===== config.mk =====
export PLATFORM = sky130hd
export DESIGN_NAME = memarb_flat
export DESIGN_NICKNAME = d
export VERILOG_FILES = /design/src/rtl/memarb_pkg.sv /design/src/rtl/memarb_if.sv /design/src/rtl/memarb_rrarb.sv /design/src/rtl/memarb.sv /design/src/flat_wrapper.sv
export SDC_FILE = /design/constraint.sdc
export NUM_CORES = 1
export LEC_CHECK = 0
export ABC_AREA = 1
export CAP_MARGIN = 40
export CORE_MARGIN = 3
export CORE_UTILIZATION = 47
export DETAILED_ROUTE_END_ITERATION = 10
export PLACE_DENSITY = 0.87
export REMOVE_ABC_BUFFERS = 1
export SYNTH_ARGS = -nofsm -noshare
export SYNTH_HDL_FRONTEND = slang
export SYNTH_SLANG_ARGS = --single-unit
export TNS_END_PERCENT = 5

===== constraint.sdc =====
create_clock -name clk -period 2.6 [get_ports clk]
set_input_delay 0.65 -clock clk [delete_from_list [all_inputs] [get_ports clk]]
set_output_delay 0.65 -clock clk [all_outputs]
set_load 0.05 [all_outputs]

===== src/rtl/memarb_pkg.sv =====
// Shared types and constants for the external-memory arbiter.
// Client indices also set the round-robin order.
package memarb_pkg;

    typedef enum logic [1:0] {
        S_IDLE,
        S_BUSY,
        S_DONE
    } state_t;

    localparam logic [1:0] CL_PROM   = 2'd0;
    localparam logic [1:0] CL_CROM   = 2'd1;
    localparam logic [1:0] CL_CHRRAM = 2'd2;
    localparam logic [1:0] CL_PRGRAM = 2'd3;

    localparam logic [22:0] DEF_PROMBASE   = 23'h000000;
    localparam logic [22:0] DEF_CROMBASE   = 23'h200000;
    localparam logic [22:0] DEF_PRGRAMBASE = 23'h400000;
    localparam logic [22:0] DEF_CHRRAMBASE = 23'h408000;

    function automatic logic is_rom(input logic [1:0] c);
        return (c == CL_PROM) || (c == CL_CROM);
    endfunction

endpackage


===== src/rtl/memarb_if.sv =====
// External 8-bit memory port: request side from the arbiter,
// completion side from the memory.
interface memarb_if;

    logic [22:0] extaddr;
    logic [7:0]  extwdata;
    logic        extwr;
    logic        extreq;
    logic [7:0]  extrdata;
    logic        extack;

    modport master (
        output extaddr,
        output extwdata,
        output extwr,
        output extreq,
        input  extrdata,
        input  extack
    );

    modport slave (
        input  extaddr,
        input  extwdata,
        input  extwr,
        input  extreq,
        output extrdata,
        output extack
    );

endinterface


===== src/rtl/memarb_rrarb.sv =====
// 4-way combinational round-robin picker; the search starts
// just after the last granted index.
module rrarb (
    input  logic [3:0] req,
    input  logic [1:0] last,
    output logic       gv,
    output logic [1:0] gidx
);

    // Walk from farthest to nearest so the nearest requester wins.
    always_comb begin
        gv   = 1'b0;
        gidx = last;
        for (int i = 4; i >= 1; i--) begin
            if (req[last + 2'(i)]) begin
                gv   = 1'b1;
                gidx = last + 2'(i);
            end
        end
    end

endmodule


===== src/rtl/memarb.sv =====
// Serialises the four mapper memory channels onto one external
// port with round-robin grant, bounded wait and sticky errors.
module memarb
    import memarb_pkg::*;
#(
    parameter int          TIMEOUT    = 255,
    parameter logic [22:0] PROMBASE   = DEF_PROMBASE,
    parameter logic [22:0] CROMBASE   = DEF_CROMBASE,
    parameter logic [22:0] PRGRAMBASE = DEF_PRGRAMBASE,
    parameter logic [22:0] CHRRAMBASE = DEF_CHRRAMBASE
) (
    input  logic        clk,
    input  logic        resetn,

    input  logic [20:0] promaddr,
    input  logic        promreq,
    output logic [7:0]  promdata,
    output logic        promack,

    input  logic [20:0] cromaddr,
    input  logic        cromreq,
    output logic [7:0]  cromdata,
    output logic        cromack,

    input  logic [12:0] chrramaddr,
    input  logic [7:0]  chrramwdata,
    input  logic        chrramwr,
    input  logic        chrramreq,
    output logic [7:0]  chrramrdata,
    output logic        chrramack,

    input  logic [14:0] prgramaddr,
    input  logic [7:0]  prgramwdata,
    input  logic        prgramwr,
    input  logic        prgramreq,
    output logic [7:0]  prgramrdata,
    output logic        prgramack,

    memarb_if.master    ext,

    output logic [1:0]  err
);

    localparam int CW = $clog2(TIMEOUT + 1);

    state_t          state, state_n;
    logic [3:0]      req;
    logic [3:0]      cwr;
    logic            gv;
    logic [1:0]      gidx;
    logic [1:0]      idx;
    logic [1:0]      last;
    logic [CW-1:0]   cnt;
    logic            tmo;
    logic            grant;
    logic            fin;

    logic [22:0]     gaddr;
    logic [7:0]      gwd;
    logic            gwr;

    logic [22:0]     addr_q;
    logic [7:0]      wdata_q;
    logic            wr_q;
    logic            xreq_q;
    logic [3:0]      ack_q;
    logic [3:0][7:0] dat;

    assign req = {prgramreq, chrramreq, cromreq, promreq};
    // ROM channels have no write strobe; a future one is trapped below.
    assign cwr = {prgramwr, chrramwr, 1'b0, 1'b0};

    rrarb u_rr (
        .req  (req),
        .last (last),
        .gv   (gv),
        .gidx (gidx)
    );

    always_comb begin
        gaddr = '0;
        gwd   = '0;
        unique case (gidx)
            CL_PROM:   gaddr = PROMBASE + {2'b0, promaddr};
            CL_CROM:   gaddr = CROMBASE + {2'b0, cromaddr};
            CL_CHRRAM: begin
                gaddr = CHRRAMBASE + {10'b0, chrramaddr};
                gwd   = chrramwdata;
            end
            CL_PRGRAM: begin
                gaddr = PRGRAMBASE + {8'b0, prgramaddr};
                gwd   = prgramwdata;
            end
        endcase
    end

    assign gwr   = cwr[gidx] & ~is_rom(gidx);
    assign tmo   = (cnt == CW'(TIMEOUT));
    assign grant = (state == S_IDLE) && gv;
    assign fin   = (state == S_BUSY) && (ext.extack || tmo);

    always_ff @(posedge clk or negedge resetn) begin
        if (!resetn) state <= S_IDLE;
        else         state <= state_n;
    end

    always_comb begin
        state_n = state;
        unique case (state)
            S_IDLE:  if (gv) state_n = S_BUSY;
            S_BUSY:  if (ext.extack || tmo) state_n = S_DONE;
            S_DONE:  state_n = S_IDLE;
            default: state_n = S_IDLE;
        endcase
    end

    always_ff @(posedge clk or negedge resetn) begin
        if (!resetn) begin
            idx     <= CL_PROM;
            last    <= CL_PRGRAM;
            cnt     <= '0;
            addr_q  <= '0;
            wdata_q <= '0;
            wr_q    <= 1'b0;
            xreq_q  <= 1'b0;
            ack_q   <= '0;
            dat     <= '0;
            err     <= '0;
        end else begin
            ack_q <= '0;
            if (grant) begin
                idx     <= gidx;
                addr_q  <= gaddr;
                wdata_q <= gwd;
                wr_q    <= gwr;
                xreq_q  <= 1'b1;
                cnt     <= '0;
                if (cwr[gidx] && is_rom(gidx)) err[1] <= 1'b1;
            end
            if (state == S_BUSY) begin
                // A coinciding ack beats the timeout.
                if (fin) begin
                    dat[idx]   <= ext.extack ? ext.extrdata : 8'hFF;
                    xreq_q     <= 1'b0;
                    ack_q[idx] <= 1'b1;
                    if (!ext.extack) err[0] <= 1'b1;
                end else begin
                    cnt <= cnt + 1'b1;
                end
            end
            if (state == S_DONE) last <= idx;
        end
    end

    assign ext.extaddr  = addr_q;
    assign ext.extwdata = wdata_q;
    assign ext.extwr    = wr_q;
    assign ext.extreq   = xreq_q;

    assign promack     = ack_q[CL_PROM];
    assign cromack     = ack_q[CL_CROM];
    assign chrramack   = ack_q[CL_CHRRAM];
    assign prgramack   = ack_q[CL_PRGRAM];
    assign promdata    = dat[CL_PROM];
    assign cromdata    = dat[CL_CROM];
    assign chrramrdata = dat[CL_CHRRAM];
    assign prgramrdata = dat[CL_PRGRAM];

endmodule


===== src/flat_wrapper.sv =====
// flat-port wrapper written by rule: the top's interface ports become plain ports
module memarb_flat import memarb_pkg::*;
#(
    parameter int          TIMEOUT    = 255,
    parameter logic [22:0] PROMBASE   = DEF_PROMBASE,
    parameter logic [22:0] CROMBASE   = DEF_CROMBASE,
    parameter logic [22:0] PRGRAMBASE = DEF_PRGRAMBASE,
    parameter logic [22:0] CHRRAMBASE = DEF_CHRRAMBASE
)
  (clk, resetn, promaddr, promreq, promdata, promack, cromaddr, cromreq, cromdata, cromack, chrramaddr, chrramwdata, chrramwr, chrramreq, chrramrdata, chrramack, prgramaddr, prgramwdata, prgramwr, prgramreq, prgramrdata, prgramack, err, ext_extaddr, ext_extwdata, ext_extwr, ext_extreq, ext_extrdata, ext_extack);
  memarb_if ext_i ();
  input  logic clk;
  input  logic resetn;
  input  logic [20:0] promaddr;
  input  logic promreq;
  output logic [7:0] promdata;
  output logic promack;
  input  logic [20:0] cromaddr;
  input  logic cromreq;
  output logic [7:0] cromdata;
  output logic cromack;
  input  logic [12:0] chrramaddr;
  input  logic [7:0] chrramwdata;
  input  logic chrramwr;
  input  logic chrramreq;
  output logic [7:0] chrramrdata;
  output logic chrramack;
  input  logic [14:0] prgramaddr;
  input  logic [7:0] prgramwdata;
  input  logic prgramwr;
  input  logic prgramreq;
  output logic [7:0] prgramrdata;
  output logic prgramack;
  output logic [1:0] err;
  output wire logic [$bits(ext_i.extaddr)-1:0] ext_extaddr;
  output wire logic [$bits(ext_i.extwdata)-1:0] ext_extwdata;
  output wire logic [$bits(ext_i.extwr)-1:0] ext_extwr;
  output wire logic [$bits(ext_i.extreq)-1:0] ext_extreq;
  input wire logic [$bits(ext_i.extrdata)-1:0] ext_extrdata;
  input wire logic [$bits(ext_i.extack)-1:0] ext_extack;
  assign ext_extaddr = ext_i.extaddr;
  assign ext_extwdata = ext_i.extwdata;
  assign ext_extwr = ext_i.extwr;
  assign ext_extreq = ext_i.extreq;
  assign ext_i.extrdata = ext_extrdata;
  assign ext_i.extack = ext_extack;
  memarb #(.TIMEOUT(TIMEOUT), .PROMBASE(PROMBASE), .CROMBASE(CROMBASE), .PRGRAMBASE(PRGRAMBASE), .CHRRAMBASE(CHRRAMBASE)) u_core (.clk(clk), .resetn(resetn), .promaddr(promaddr), .promreq(promreq), .promdata(promdata), .promack(promack), .cromaddr(cromaddr), .cromreq(cromreq), .cromdata(cromdata), .cromack(cromack), .chrramaddr(chrramaddr), .chrramwdata(chrramwdata), .chrramwr(chrramwr), .chrramreq(chrramreq), .chrramrdata(chrramrdata), .chrramack(chrramack), .prgramaddr(prgramaddr), .prgramwdata(prgramwdata), .prgramwr(prgramwr), .prgramreq(prgramreq), .prgramrdata(prgramrdata), .prgramack(prgramack), .ext(ext_i), .err(err));
endmodule

==> impl_summary.log <==
INFO  metric cts.path.max_buffers = 2
INFO  metric mostFrequentLayoutCell = clkdlybuf4s50_1
INFO  metric die_width = between 100 and 150 um
INFO  metric layout_min_cycle_time = around 2.4 ns
INFO  metric mostFrequentLayoutCells = clkdlybuf4s50_1 (172), nand2_1 (160), dfrtp_1 (83), inv_1 (81), nand3_1 (56)
INFO  metric r2r_setup_slack = roughly 0.16 ns
INFO  metric routed_antenna_nets = 0
INFO  metric grt_max_degree = 44
INFO  metric number_of_levels_the_h_tree_was_split_into = 3
INFO  metric power.static_leakage = 3.04 nW
INFO  metric total_congestion_overflow = 0
INFO  metric dp.final_hpwl = around 9500 um
INFO  metric hold_path_class = in2async
INFO  metric timing.max_slew.rel_slack = between 60 and 70%
INFO  metric syn-mean-instance-area = approximately 8.0 um2
INFO  metric grt_pass1_vias = slightly above 4000
INFO  metric rr_worst_depth = 14
INFO  metric critical_path.endpoint_type = flip-flop
INFO  metric cts-root-buf = clkbuf_8
INFO  metric fmax = between 0.4 and 0.5 GHz
INFO  metric standard_cell_row_count = 34
INFO  metric final-max-slew-violation-count = 0
INFO  metric vias_per_cell = around 5.1
INFO  metric number_of_antenna_violations_at_the_first_check_in_global_routing = 0
INFO  metric area.growth.synth_to_final = 47.4%
INFO  metric place_ws = -0.195 ns
INFO  metric post-place-cells = between 800 and 900
INFO  metric post_cts_buffers = 0
INFO  metric clock_latency = ~0.35 ns
INFO  metric fin_worst_skew = approximately 0.012 ns
INFO  metric synth_cells = between 500 and 600
INFO  metric ctsHoldBuffers = 0
INFO  metric dp_area = between 6000 and 7000 um2
INFO  metric drive_gt1_share = between 8 and 9%
INFO  metric synth_top_area_share = between 40% and 50%
INFO  metric power_density_normalized_to_cell_area = around 1500 nW/um2
INFO  metric worst-setup-path-type = in2reg
INFO  metric port-buffer-count = approximately 170
INFO  metric final_critical_path_setup_slack = ~0.16 ns
INFO  metric tritoncts = done
INFO  metric number_of_library_cell_types_mapped_by_synthesis = 35
INFO  metric top_cells_by_area_synth = dfrtp_1 (48%), nand2_1 (14%), inv_1 (7.0%)
INFO  metric drv.max_cap_violation_count = 0
INFO  metric sequential_to_total_area_share_from_yosys_stat = 48.9%
INFO  metric grt_pass1_wl = between 15000 and 20000 um
INFO  metric yosys_warnings = 0
INFO  metric cp_data_required_time = approximately 2.9 ns
INFO  metric post-route-drc-count = 0
INFO  metric critical_path.startpoint_type = primary input
INFO  metric numClockSinks = between 80 and 90
INFO  metric yosys_most_used_dff = dfrtp_1
INFO  metric nFillCells = around 670
INFO  metric power = roughly 9.5 mW
INFO  metric cts_made_buffers = 9
INFO  metric nNetsFinal = a little over 800
INFO  metric maximum_vdd_drop = just under 0.9 mV
INFO  metric io-pin-count = 174
INFO  metric critical_path.max_fanout = 26
INFO  metric finalSetupViolCount = 0
INFO  metric detailedRoute.firstPassIterationCount = 5
INFO  metric run_status = finished, final reports clean
INFO  metric grt_setup_unrepaired = yes
INFO  metric worst-endpoint-arrival = approximately 2.7 ns
INFO  metric sequential_cell_area = between 2000 and 2500 um2
INFO  metric vias = approximately 4300
INFO  metric core-area = just under 9000 um2
INFO  metric number_of_enable_type_register_cells_in_the_synthesized_netlist = 0
INFO  metric grt_util_all_layers = about a quarter
INFO  metric die_h = about 100 um
INFO  metric area_used_by_multi_input_combinational_logic = 1750 um2
INFO  metric floorplan.initialDensity = 49.2%
INFO  metric yosysTopAreaCell = dfrtp_1
INFO  metric antenna_diodes = 0
INFO  metric syn-cell-area = about 4400 um2
INFO  metric r2r-start = u_core.last[0]
INFO  metric gp_routability_congestion = approximately 0.86
INFO  metric postSynthRegisterBits = 85
INFO  metric clk_pin_slew_worst_paths = approximately 0.090 ns
INFO  metric hold_viol_final = 0
INFO  metric worst-slew-pin-transition = 0.576 ns
INFO  metric stdcell_count = approximately 840
INFO  metric die_area = ~10000 um2
INFO  metric drt-total-wl = roughly 12000 um
INFO  metric dr.first_iter.drc_count = 190
INFO  metric ys_async_sr_fraction = between 90% and 100%
INFO  metric setup_tns = 0 ns
INFO  metric routed_wire_length_per_instance = approximately 15 um
INFO  metric final_area = 6420 um2
INFO  metric regToRegEndpoint = u_core.ext.extaddr[9]
INFO  metric period_share = a little over nine tenths
==> cells in the mapped netlist (2+ instances only) <==
cell type and number:
a21oi_1 3, a31oi_1 9, buf_2 7, buf_4 8, buf_6 5, clkbuf_1 5, dfrtp_1 83, dfstp_2 2
inv_1 81, inv_2 2, nand2_1 160, nand2_2 5, nand3_1 56, nand4_1 10, nor2_1 18, nor3_4 5
o21ai_0 44, o21ai_1 14, o22ai_1 5, or2_2 8, xor2_1 4
==> what timing repair did <==
item / in CTS / in global routing
resized for setup: 0 / 1
setup endpoints to repair: 0 / 11
hold endpoints to repair: 0 / 0
==> worst max path at each step <==
stage,startpoint,endpoint,cells past startpoint
final,promreq,u_core.ext.extaddr[9],15
after global routing,u_core.last[0],u_core.ext.extwr,13
after CTS,u_core.last[0],u_core.ext.extaddr[20],13
after detailed placement,promreq,u_core.ext.extaddr[20],14
after global placement,cromreq,u_core.ext.extwr,14
after floorplan,cromreq,u_core.ext.extaddr[11],10
==> flip-flops by register name (all words and copies together), names as in the netlist <==
register             count
u_core.ext.extaddr      23
u_core.chrramrdata       8
u_core.ext.extreq        1
u_core.cnt               8
u_core.cromdata          8
u_core.last              2
u_core.promdata          8
u_core.err               2
u_core.prgramrdata       8
u_core.ack_q             4
u_core.ext.extwdata      8
u_core.ext.extwr         1
u_core.idx               2
u_core.state             2
==> per-layer routing <==
| layer | track usage (%) | vias to the layer above | wire length, um |
|---|---|---|---|
| met4 | 9.08 | 0 | 233 |
| met2 | 40.4 | 217 | 6330 |
| met5 | 0 | - | 0 |
| met3 | 3.89 | 21 | 981 |
| met1 | 29.9 | 1984 | 4830 |
| li1 | - | 2090 | - |
==> cell families (layout without fill, tap and decap cells) <==
group           count (synthesis)  count (layout)  synth area share (%)
compound gates                 80              80                  10.2
xor+xnor                        5               5                  1.01
fa+ha+maj                       1               1                 0.287
buf+inv                       108             291                  11.1
flops                          85              85                  48.9
simple gates                  269             269                  28.6
==> where the power goes <==
part / internal [mW] / total (mW) / leakage, nW / switching [mW]
clock network: 0.353 / 0.830 / 0.0791 / 0.477
registers: 1.93 / 2.32 / 1.03 / 0.391
logic: 2.16 / 6.37 / 1.93 / 4.21
==> stage by stage <==
stage	utilization, %	hold slack [ns]
2_1_floorplan	-	0.354
3_3_place_gp	70.6	0.364
3_5_place_dp	70.6	0.368
4_1_cts	72.6	0.285
5_1_grt	72.6	0.307
6_report	72.6	0.273
==> final cells by class <==
class | count | area share, %
well taps | 108 | 2.10
flip-flops and latches | 85 | 33.2
clock inverters | 6 | 0.760
repair buffers | 192 | 29.9
multi-input cells | 355 | 27.2
inverters | 83 | 4.85
clock buffers | 10 | 1.99
==> worst max-delay path, stage by stage <==
cell	delay [ns]
clkdlybuf4s50_1	0.51
inv_1	0.06
nand2_1	0.09
nand3_1	0.12
nand2_1	0.10
inv_1	0.04
nand2_1	0.08
nand2_1	0.07
nand2_2	0.10
buf_4	0.14
nand3_4	0.24
o21ai_0	0.32
inv_1	0.06
nand2_1	0.06
nand2_1	0.04
Power figures use the tool's default switching activity.
